**src/rtl/shift_add_mult_4_pkg.sv**
```systemverilog
// Shared constants for the sequential shift-and-add 4x4 multiplier:
// state encoding, iteration count and product width.
package shift_add_mult_4_pkg;

   typedef enum logic [1:0] {
      IDLE    = 2'b00,
      CALC    = 2'b01,
      DONE_ST = 2'b10
   } state_t;

   localparam int N_ITER = 4;
   localparam int PROD_W = 8;

   // Counter value seen on the edge that performs the last iteration.
   localparam logic [1:0] CNT_LAST = 2'(N_ITER - 1);

endpackage

```
**src/rtl/shift_add_mult_4_rca.sv**
```systemverilog
// 4-bit ripple-carry adder (rca_4), the multiplier's only arithmetic element.
module rca_4 (
   input  logic [3:0] a,
   input  logic [3:0] b,
   input  logic       cin,
   output logic [3:0] sum,
   output logic       cout
);

   logic [4:0] cy;

   assign cy[0] = cin;

   for (genvar i = 0; i < 4; i++) begin : g_fa
      assign sum[i]  = a[i] ^ b[i] ^ cy[i];
      assign cy[i+1] = (a[i] & b[i]) | (cy[i] & (a[i] ^ b[i]));
   end

   assign cout = cy[4];

endmodule

```
**src/rtl/shift_add_mult_4.sv**
```systemverilog
// Sequential 4x4 unsigned multiplier: captures A/B on START, runs four
// shift-and-add iterations through rca_4, then pulses DONE with PRODUCT.
module shift_add_mult_4
   import shift_add_mult_4_pkg::*;
(
   input  logic              CLK,
   input  logic              RST,
   input  logic              START,
   input  logic [3:0]        A,
   input  logic [3:0]        B,
   output logic [PROD_W-1:0] PRODUCT,
   output logic              DONE,
   output logic              BUSY
);

   state_t     state;
   logic [3:0] m;
   logic [3:0] acc;
   logic [3:0] q;
   logic [1:0] cnt;
   logic [3:0] addend;
   logic [3:0] sum;
   logic       c;

   assign addend = q[0] ? m : 4'b0000;

   rca_4 u_rca (
      .a    (acc),
      .b    (addend),
      .cin  (1'b0),
      .sum  (sum),
      .cout (c)
   );

   always_ff @(posedge CLK or posedge RST) begin
      if (RST) begin
         state   <= IDLE;
         m       <= 4'b0000;
         acc     <= 4'b0000;
         q       <= 4'b0000;
         cnt     <= 2'b00;
         PRODUCT <= '0;
      end else begin
         case (state)
            IDLE: begin
               if (START) begin
                  m     <= A;
                  q     <= B;
                  acc   <= 4'b0000;
                  cnt   <= 2'b00;
                  state <= CALC;
               end
            end
            CALC: begin
               // The adder carry shifts into acc[3], so no product bit is lost.
               {acc, q} <= {c, sum, q[3:1]};
               cnt      <= cnt + 2'd1;
               if (cnt == CNT_LAST) begin
                  PRODUCT <= {c, sum, q[3:1]};
                  state   <= DONE_ST;
               end
            end
            DONE_ST: state <= IDLE;
            default: state <= IDLE;
         endcase
      end
   end

   assign DONE = (state == DONE_ST);
   assign BUSY = (state == CALC) || (state == DONE_ST);

endmodule
```
**config.mk**
```make
export PLATFORM = sky130hd
export DESIGN_NAME = shift_add_mult_4
export DESIGN_NICKNAME = d
export VERILOG_FILES = /design/src/rtl/shift_add_mult_4_pkg.sv /design/src/rtl/shift_add_mult_4_rca.sv /design/src/rtl/shift_add_mult_4.sv
export SDC_FILE = /design/constraint.sdc
export NUM_CORES = 1
export LEC_CHECK = 0
export CAP_MARGIN = 25
export CORE_MARGIN = 2
export CORE_UTILIZATION = 55
export DETAILED_ROUTE_END_ITERATION = 6
export GPL_ROUTABILITY_DRIVEN = 0
export PLACE_DENSITY = 0.82
export RECOVER_POWER = 100
export SETUP_SLACK_MARGIN = 0.2
export SLEW_MARGIN = 20
export SYNTH_ARGS = -nofsm -noshare
export SYNTH_HDL_FRONTEND = slang
export SYNTH_SLANG_ARGS = --single-unit
```
**constraint.sdc**
```tcl
create_clock -name CLK -period 5.8 [get_ports CLK]
set_clock_uncertainty 0.2 [all_clocks]
set_input_delay 1.16 -clock CLK [delete_from_list [all_inputs] [get_ports CLK]]
set_output_delay 1.16 -clock CLK [all_outputs]
set_load 0.02 [all_outputs]
```
-- Word-level counts from Yosys, hierarchy flattened
Index checks and enable logic that the tools add are counted.
- bits of input ports: 11
- output and inout bits: 10
- bits in registers: 24
- mux-type cells: 10
- reductions and logical operators: 7
- add/subtract/negate cells: 1
- equality and inequality tests: 5
- bitwise gates (word level): 17
- operator list (operator ; count):
    case mux 4 bit (2 select lines) ; 2
    2-to-1 mux 4 bit ; 3
    case mux 2 bit (2 select lines) ; 2
    AND reduction 2 bit ; 4
    bitwise AND 1 bit ; 7
    XOR 1 bit ; 7
    2-to-1 mux 2 bit ; 3
    == test 2 bit, second input constant ; 2
    != test 2 bit, second input constant ; 2
    OR 1 bit ; 3
    adder 2 x 1 -> 2 bit, second input constant ; 1
    == test 2 x 1 -> 1 bit, second input constant ; 1
    logical NOT 2 bit ; 1
    nonzero test 2 bit ; 1
    logical OR 1 bit ; 1

-- Depth between registers and ports, before layout
Gate-level depths: netlist of run 1.
- depth in word-level cells: 9
- depth in mapped cells: 7
- depth with buffers taken out: 7

-- Hierarchy
A second synthesis of run 1 with hierarchy kept.
- cells, all modules: 102
- area total of the unflattened synthesis: 1216.2 um^2
- modules (own cells, without submodules) (module ; cells each ; times used ; area each (um^2)):
    shift_add_mult_4 ; 88 ; 1 ; 1098.6
    rca_4 ; 14 ; 1 ; 117.6

-- Worst setup path before layout of run 1
OpenSTA, ideal clock, no wires.
- path kind: register -> output
- start point: register state[0]
- end point: output BUSY
- slack: 3.673 ns
- buffers on the path: 0
- cell stages (with the launch flop): 3
- arrival time: 0.767 ns
- path through: dfrtp_1 -> inv_1 -> ha_1
- longest elaborated chain between the ends: 2
- elaborated cells between the ends (all ways): 3
- those cells by class: eq/ne: 2; reduce/logical: 1
- ends and longest elaborated chain (what ; line ; source):
    start, declared ; shift_add_mult_4.sv:16 ; state_t state;
    start signal, assigned ; shift_add_mult_4.sv:37 ; state <= IDLE;
    start signal, assigned ; shift_add_mult_4.sv:51 ; state <= CALC;
    start signal, assigned ; shift_add_mult_4.sv:60 ; state <= DONE_ST;
    == test 2 x 1 -> 1 bit / == test 2 bit (equally long branches) ; shift_add_mult_4.sv:70 ; assign BUSY = (state == CALC) || (state == DONE_ST);
    logical OR 1 bit (*) ; shift_add_mult_4.sv:70 ;
    end, declared ; shift_add_mult_4.sv:13 ; output logic BUSY
Mark *: on every way between the ends. The rest lies on a longest branch, timed or not.

-- Worst setup path in the final report of run 1
Ends and elaborated chain as after synthesis.

==> results of run 1 <==
==> cells in the final DEF (no fill, tap or decap), types with 2 or more instances in the layout <==
master	count
dfrtp_1	24
nand2_1	13
dlygate4sd3_1	12
mux2_2	9
inv_1	8
clkdlybuf4s50_1	8
o21ai_0	7
ha_1	5
a21oi_1	4
a21o_1	3
nand3b_1	3
o211a_1	3
fa_1	3
clkbuf_4	3
nand2b_1	2
a32o_1	2
nand3_1	2
==> report_power, final <==
group / total [mW] / switching, mW / internal, mW
Combinational: 0.404 / 0.218 / 0.186
Sequential: 0.292 / 0.0475 / 0.244
Clock: 0.120 / 0.0500 / 0.0700
Total: 0.815 / 0.315 / 0.500
==> state kept, by name, indices dropped and copies added (netlist names) <==
| register | flops |
|---|---|
| PRODUCT | 8 |
| acc | 4 |
| cnt | 2 |
| m | 4 |
| q | 4 |
| state | 2 |
==> per-layer routing <==
metal / up-vias / track usage [%] / wire length, um / share of wire, %
met5: - / 0 / 0 / 0
met4: 0 / 6.757 / 27 / 1.2
met3: 5 / 6.250 / 89 / 4.0
met2: 22 / 31.58 / 1126 / 51
met1: 380 / 25.70 / 982 / 44
li1: 374 / - / - / -
==> kinds of logic after synthesis <==
group | Yosys count | synth area share [%]
AOI/OAI and AO/OA | 19 | 10.82
adders and majority gates | 8 | 10.39
buffers and inverters | 12 | 6.363
DFF | 24 | 50.90
muxes | 10 | 9.756
and+or+nand+nor | 25 | 11.77
==> area by class of cell <==
class                      instances  area (um^2)  share of cell area [%]
inverter                           8        30.03                   2.122
tap                               27        33.78                   2.387
clock buffer                       3        22.52                   1.592
clock inverter                     1        30.03                   2.122
sequential                        24        600.6                   42.44
multi-input combinational         62        494.2                   34.92
timing repair buffer              21        203.9                   14.41
==> synth_stat cells <==
cell type  count
dfrtp_1       24
and2_1         2
inv_1          8
nand4_1        1
nand2_4        1
o21ai_0        7
or2_4          1
nand2_1       11
mux2_2         9
o211a_1        3
and2b_1        1
nand3_1        2
a32o_1         2
ha_1           5
a21o_1         3
buf_6          4
mux2i_2        1
nand2_2        1
a21oi_1        4
nand2b_1       2
fa_1           3
nand3b_1       3
==> metrics by stage <==
step                      setup WS, ns  cell area [um^2]  hold WS, ns  utilization [%]
after floorplan                  3.673              1180       0.2498                -
after global placement           3.031              1369       0.2637            68.38
after detailed placement         2.983              1369       0.2808            68.38
after CTS                        2.773              1421       0.3089            71.00
after global routing             2.627              1415       0.3410            70.69
final                            2.714              1415       0.2982            70.69
==> how the worst min path moves through the flow <==
stage	start	endpoint	slack [ns]	cells past startpoint
2_1_floorplan	acc[2]	acc[2]	0.25	2
3_3_place_gp	PRODUCT[5]	PRODUCT[5]	0.26	2
3_5_place_dp	acc[3]	acc[3]	0.28	2
4_1_cts	PRODUCT[5]	PRODUCT[5]	0.31	2
5_1_grt	PRODUCT[3]	PRODUCT[3]	0.34	1
6_report	PRODUCT[5]	PRODUCT[5]	0.30	2
==> worst min-delay path: cells and delay by family (launching register included) <==
kind             cells  cell delay [ns]
flip-flops           1             0.36
AND/OR/NAND/NOR      1             0.04
AO/OA/AOI/OAI        1             0.07
==> results.md, run 1 <==
- Status: complete, no violations
- Synth top area cells: dfrtp_1, mux2_2, ha_1
- Critical Path RT: 4.44 ns
- Yosys top cell by area: dfrtp_1
- CTS sink cnt: 24
- CP arrival: 1.73 ns
- Mapped Area: 1180 um^2
- Std cell rows: 16
- Crit path to: BUSY
- Sum Neg Setup Slack: 0 ns
- Reg2reg end: acc[2]
- Critical path depth: 3
- Worst-Margin Slew: 1.063 ns
- Post-Layout Cell Count: 146
- CP delay by family, top: buffers and inverters
- Final wirelength: 2.225 mm
- Syn_area_per_cell: 12.04 um^2
- Largest stage delay on the critical path: 0.66 ns
- Crit. End Element: output pin
- Crit Reg-Reg Startpoint: q[0]
- Die Ht: 50.32 um
- Synth unique cells: 22
- Worst rel slew slack: 29.12%
- Final net count: 139
- Share of cells above drive strength 1: 12.61%
- Post-Syn Instances: 98
- Drt first-iter violations: 13
- Initial core utilization: 58.94%
- Cts bufs inserted: 3
- Fillers: 155
- H-Tree Depth: 1
- Ant. Diodes: 0
- Die ar.: 2532 um^2
- Critical path's slowest cell: dlygate4sd3_1
- Final setup viols: 0
- HP Class: reg -> reg
- Max_cap viols: 0
- Reg2Reg Depth: 7
- DRC Markers: 0
- Via density: 5.349
- Pin count of the biggest net entering global routing: 25
- P&R area growth vs syn: 19.94%
- Max Freq: 324.0 MHz
- TritonCTS clock tree: built
- FF-to-FF setup slack: 3.45 ns
- Crit path launch: state[0]
- Unrepaired setup endpoints after global routing: false
- Critical-path cell list: inv_1, ha_1, dlygate4sd3_1
- Crit path time final: 3.086 ns
- Root Driver: clkbuf_4
- Initial DRT Pass Iterations: 4
- Hpwl dp: 1.554 mm
- Tot Pwr: 815.5 uW
- Final hold viol count: 0
- Global-route wire length before repair: 3.601 mm
- Placed cell count: 141
- I/O pins: 21
- Clock slew at reported path FFs: 0.13 ns
- Post-synth top area share: 50.90%
- Core area: 2002 um^2
- Post-cts repair resize count: 0
- GRT Overall Usage: 19.83%
- Grt total ovfl: 0
- Peak supply drop: 0.3792 mV
- DRT antenna net count: 0
- I/O Buffers: 20
- Warnings from Yosys: 0
- CP Buf/Inv Count: 2
- LEAKAGE: 0.6466 nW
- Clk_lat worst skew: 0.32 ns
- Kind of critical path: reg -> out
- Max-slew violation count: 0
- Crit-path max FO: 3
- Post-CTS setup buffers: 0
- Clock Tree Buf Depth: 2
- Wire per inst: 15.24 um
- Yosys reg bits: 24
- Vias in the first global route: 779
- Chip width: 50.32 um
- Hold_buf cts: 0
- Antenna violations before repair: 0
- Final Cycle Share: 53.21%
- Via count: 781
- Syn_nets: 117
- Seq/Total Area, Yosys: 50.90%
- Critical path launch point type: flop
- Pwr dens: 576.2 nW/um^2
(Power assumes the default switching activity.)
==> inputs of run 2 (changes only) <==
--- a/config.mk
+++ b/config.mk
@@ -7,10 +7,10 @@
 export LEC_CHECK = 0
 export CAP_MARGIN = 25
 export CORE_MARGIN = 2
-export CORE_UTILIZATION = 55
+export CORE_UTILIZATION = 46
 export DETAILED_ROUTE_END_ITERATION = 6
 export GPL_ROUTABILITY_DRIVEN = 0
-export PLACE_DENSITY = 0.82
+export PLACE_DENSITY = 0.73
 export RECOVER_POWER = 100
 export SETUP_SLACK_MARGIN = 0.2
 export SLEW_MARGIN = 20
==> constraint.sdc (replaced) <==
create_clock -name CLK -period 2.7 [get_ports CLK]
set_clock_uncertainty 0.2 [all_clocks]
set_input_delay 0.54 -clock CLK [delete_from_list [all_inputs] [get_ports CLK]]
set_output_delay 0.54 -clock CLK [all_outputs]
set_load 0.02 [all_outputs]
==> results.md, run 2 (synthesized netlist as in run 1, its figures left out) <==
- Crit Reg-Reg Startpoint: q[0]
- Final Cycle Share: 87.98%
- Final hold viol count: 0
- Hold Path Sink: PRODUCT[5]
- Pin count of the biggest net entering global routing: 25
- Critical Path RT: 1.96 ns
- FF-to-FF setup slack: 0.43 ns
- Pwr dens: 1167 nW/um^2
- Vias in the first global route: 740
- Hold_buf cts: 0
- Critical path's slowest cell: dlygate4sd3_1
- Net switching power figure: 650.4 uW
- Worst-Margin Slew: 1.272 ns
- Unrepaired setup endpoints after global routing: false
- Drt first-iter violations: 12
- Critical-path cell list: inv_1, ha_1, dlygate4sd3_1
- Final setup viols: 0
- Die ar.: 2986 um^2
- Final net count: 140
- Initial core utilization: 48.06%
- Cts bufs inserted: 3
- LEAKAGE: 0.6429 nW
- Wire per inst: 13.83 um
- Die Ht: 54.65 um
- Placed cell count: 146
- Largest stage delay on the critical path: 0.67 ns
- Largest register by flop count: PRODUCT
- Crit path time final: 2.376 ns
- I/O pins: 21
- Flop pwr share: 38.0%
- Via count: 761
- Hpwl dp: 1.483 mm
- Clock Tree Buf Depth: 2
- Clk_lat worst skew: 0.31 ns
- Reg2reg end: PRODUCT[6]
- Max_cap viols: 0
- Max-slew violation count: 0
- Final Util: 57.03%
- CP arrival: 1.64 ns
- Initial DRT Pass Iterations: 4
- Max Freq: 421.0 MHz
- Post-CTS setup buffers: 0
- Std cell rows: 18
- P&R area growth vs syn: 18.66%
- Chip width: 54.65 um
- Root Driver: clkbuf_4
- Peak supply drop: 0.7345 mV
- Grt total ovfl: 0
- Worst rel slew slack: 15.20%
- Antenna violations before repair: 0
- Status: complete, no violations
- DRC Markers: 0
- Crit. End Element: output pin
- Fillers: 237
- Crit-path max FO: 3
- Kind of critical path: reg -> out
- Ant. Diodes: 0
- Final wirelength: 2.075 mm
- Reg2Reg Depth: 7
- Most frequent cells in the layout: dfrtp_1, nand2_1, dlygate4sd3_1, mux2_2, clkdlybuf4s50_1
- Combinational power share: 50.5%
- Clock share of power: 11.5%
- Sw Ratio: 39.82%
- Largest register FFs: 8
- Global-route wire length before repair: 3.560 mm
- HP Class: reg -> reg
- I/O Buffers: 20
- Depth of the worst hold-timing path: 2
- Critical path launch point type: flop
- GRT Overall Usage: 17.05%
- Share of cells above drive strength 1: 12.50%
- Sum Neg Setup Slack: 0 ns
- Via density: 5.073
- Pint: 983.1 uW
- Most common library cell in the layout ignoring fill and taps: dfrtp_1
- Core area: 2455 um^2
- TritonCTS clock tree: built
- H-Tree Depth: 1
- CTS sink cnt: 24
- DRT antenna net count: 0
- Clock slew at reported path FFs: 0.13 ns
- Post-Layout Cell Count: 150
- Hold path startpoint: PRODUCT[5]
run 2: cell type report:
class / instances / area [um^2] / share of cell area [%]
multi-input combinational: 62 / 490.5 / 35.03
timing repair buffer: 22 / 205.2 / 14.66
tap: 30 / 37.54 / 2.681
sequential: 24 / 600.6 / 42.90
clock buffer: 4 / 36.28 / 2.592
inverter: 8 / 30.03 / 2.145
run 2: worst max-delay path by stage:
stage,from,to,cells after the start
after global routing,state[0],DONE,3
after floorplan,q[0],PRODUCT[6],7
final,state[0],DONE,3
after CTS,state[0],BUSY,3
after detailed placement,q[0],PRODUCT[6],7
after global placement,q[0],PRODUCT[6],7
run 2: power by group through the flow:
stage	logic (mW)	registers, mW	clock network, mW
after floorplan	0.596	0.673	0
after global placement	0.873	0.626	0
after detailed placement	0.889	0.630	0
after CTS	0.896	0.623	0.194
after global routing	0.922	0.642	0.209
final	0.824	0.622	0.188
run 2: metrics by stage:
stage | worst slack [ns] | total power, mW | area, um^2 | hold slack, ns
after floorplan | 0.5812 | 1.270 | 1180 | 0.2498
after global placement | 0.5315 | 1.498 | 1388 | 0.2634
after detailed placement | 0.4435 | 1.518 | 1388 | 0.2709
after CTS | 0.2768 | 1.713 | 1424 | 0.3001
after global routing | 0.2303 | 1.773 | 1400 | 0.3288
final | 0.3244 | 1.634 | 1400 | 0.2950
run 2: routing by layer:
| layer | vias up | wire length (um) | track usage, % |
|---|---|---|---|
| li1 | 380 | - | - |
| met1 | 363 | 1014 | 25.62 |
| met2 | 14 | 967 | 23.41 |
| met3 | 4 | 60 | 2.732 |
| met4 | 0 | 31 | 8.750 |
| met5 | - | 0 | 0 |
run 2: critical path, delay by kind of cell (launching register included):
family                   cells  cell delay (ns)
buffers and inverters        2             0.77
flip-flops                   1             0.42
adder cells (fa/ha/maj)      1             0.14
run 2: what timing repair did:
| action | CTS | global route |
|---|---|---|
| endpoints found under the setup margin | 0 | 1 |
| resized for setup | 0 | 1 |
| hold endpoints to repair | 0 | 0 |
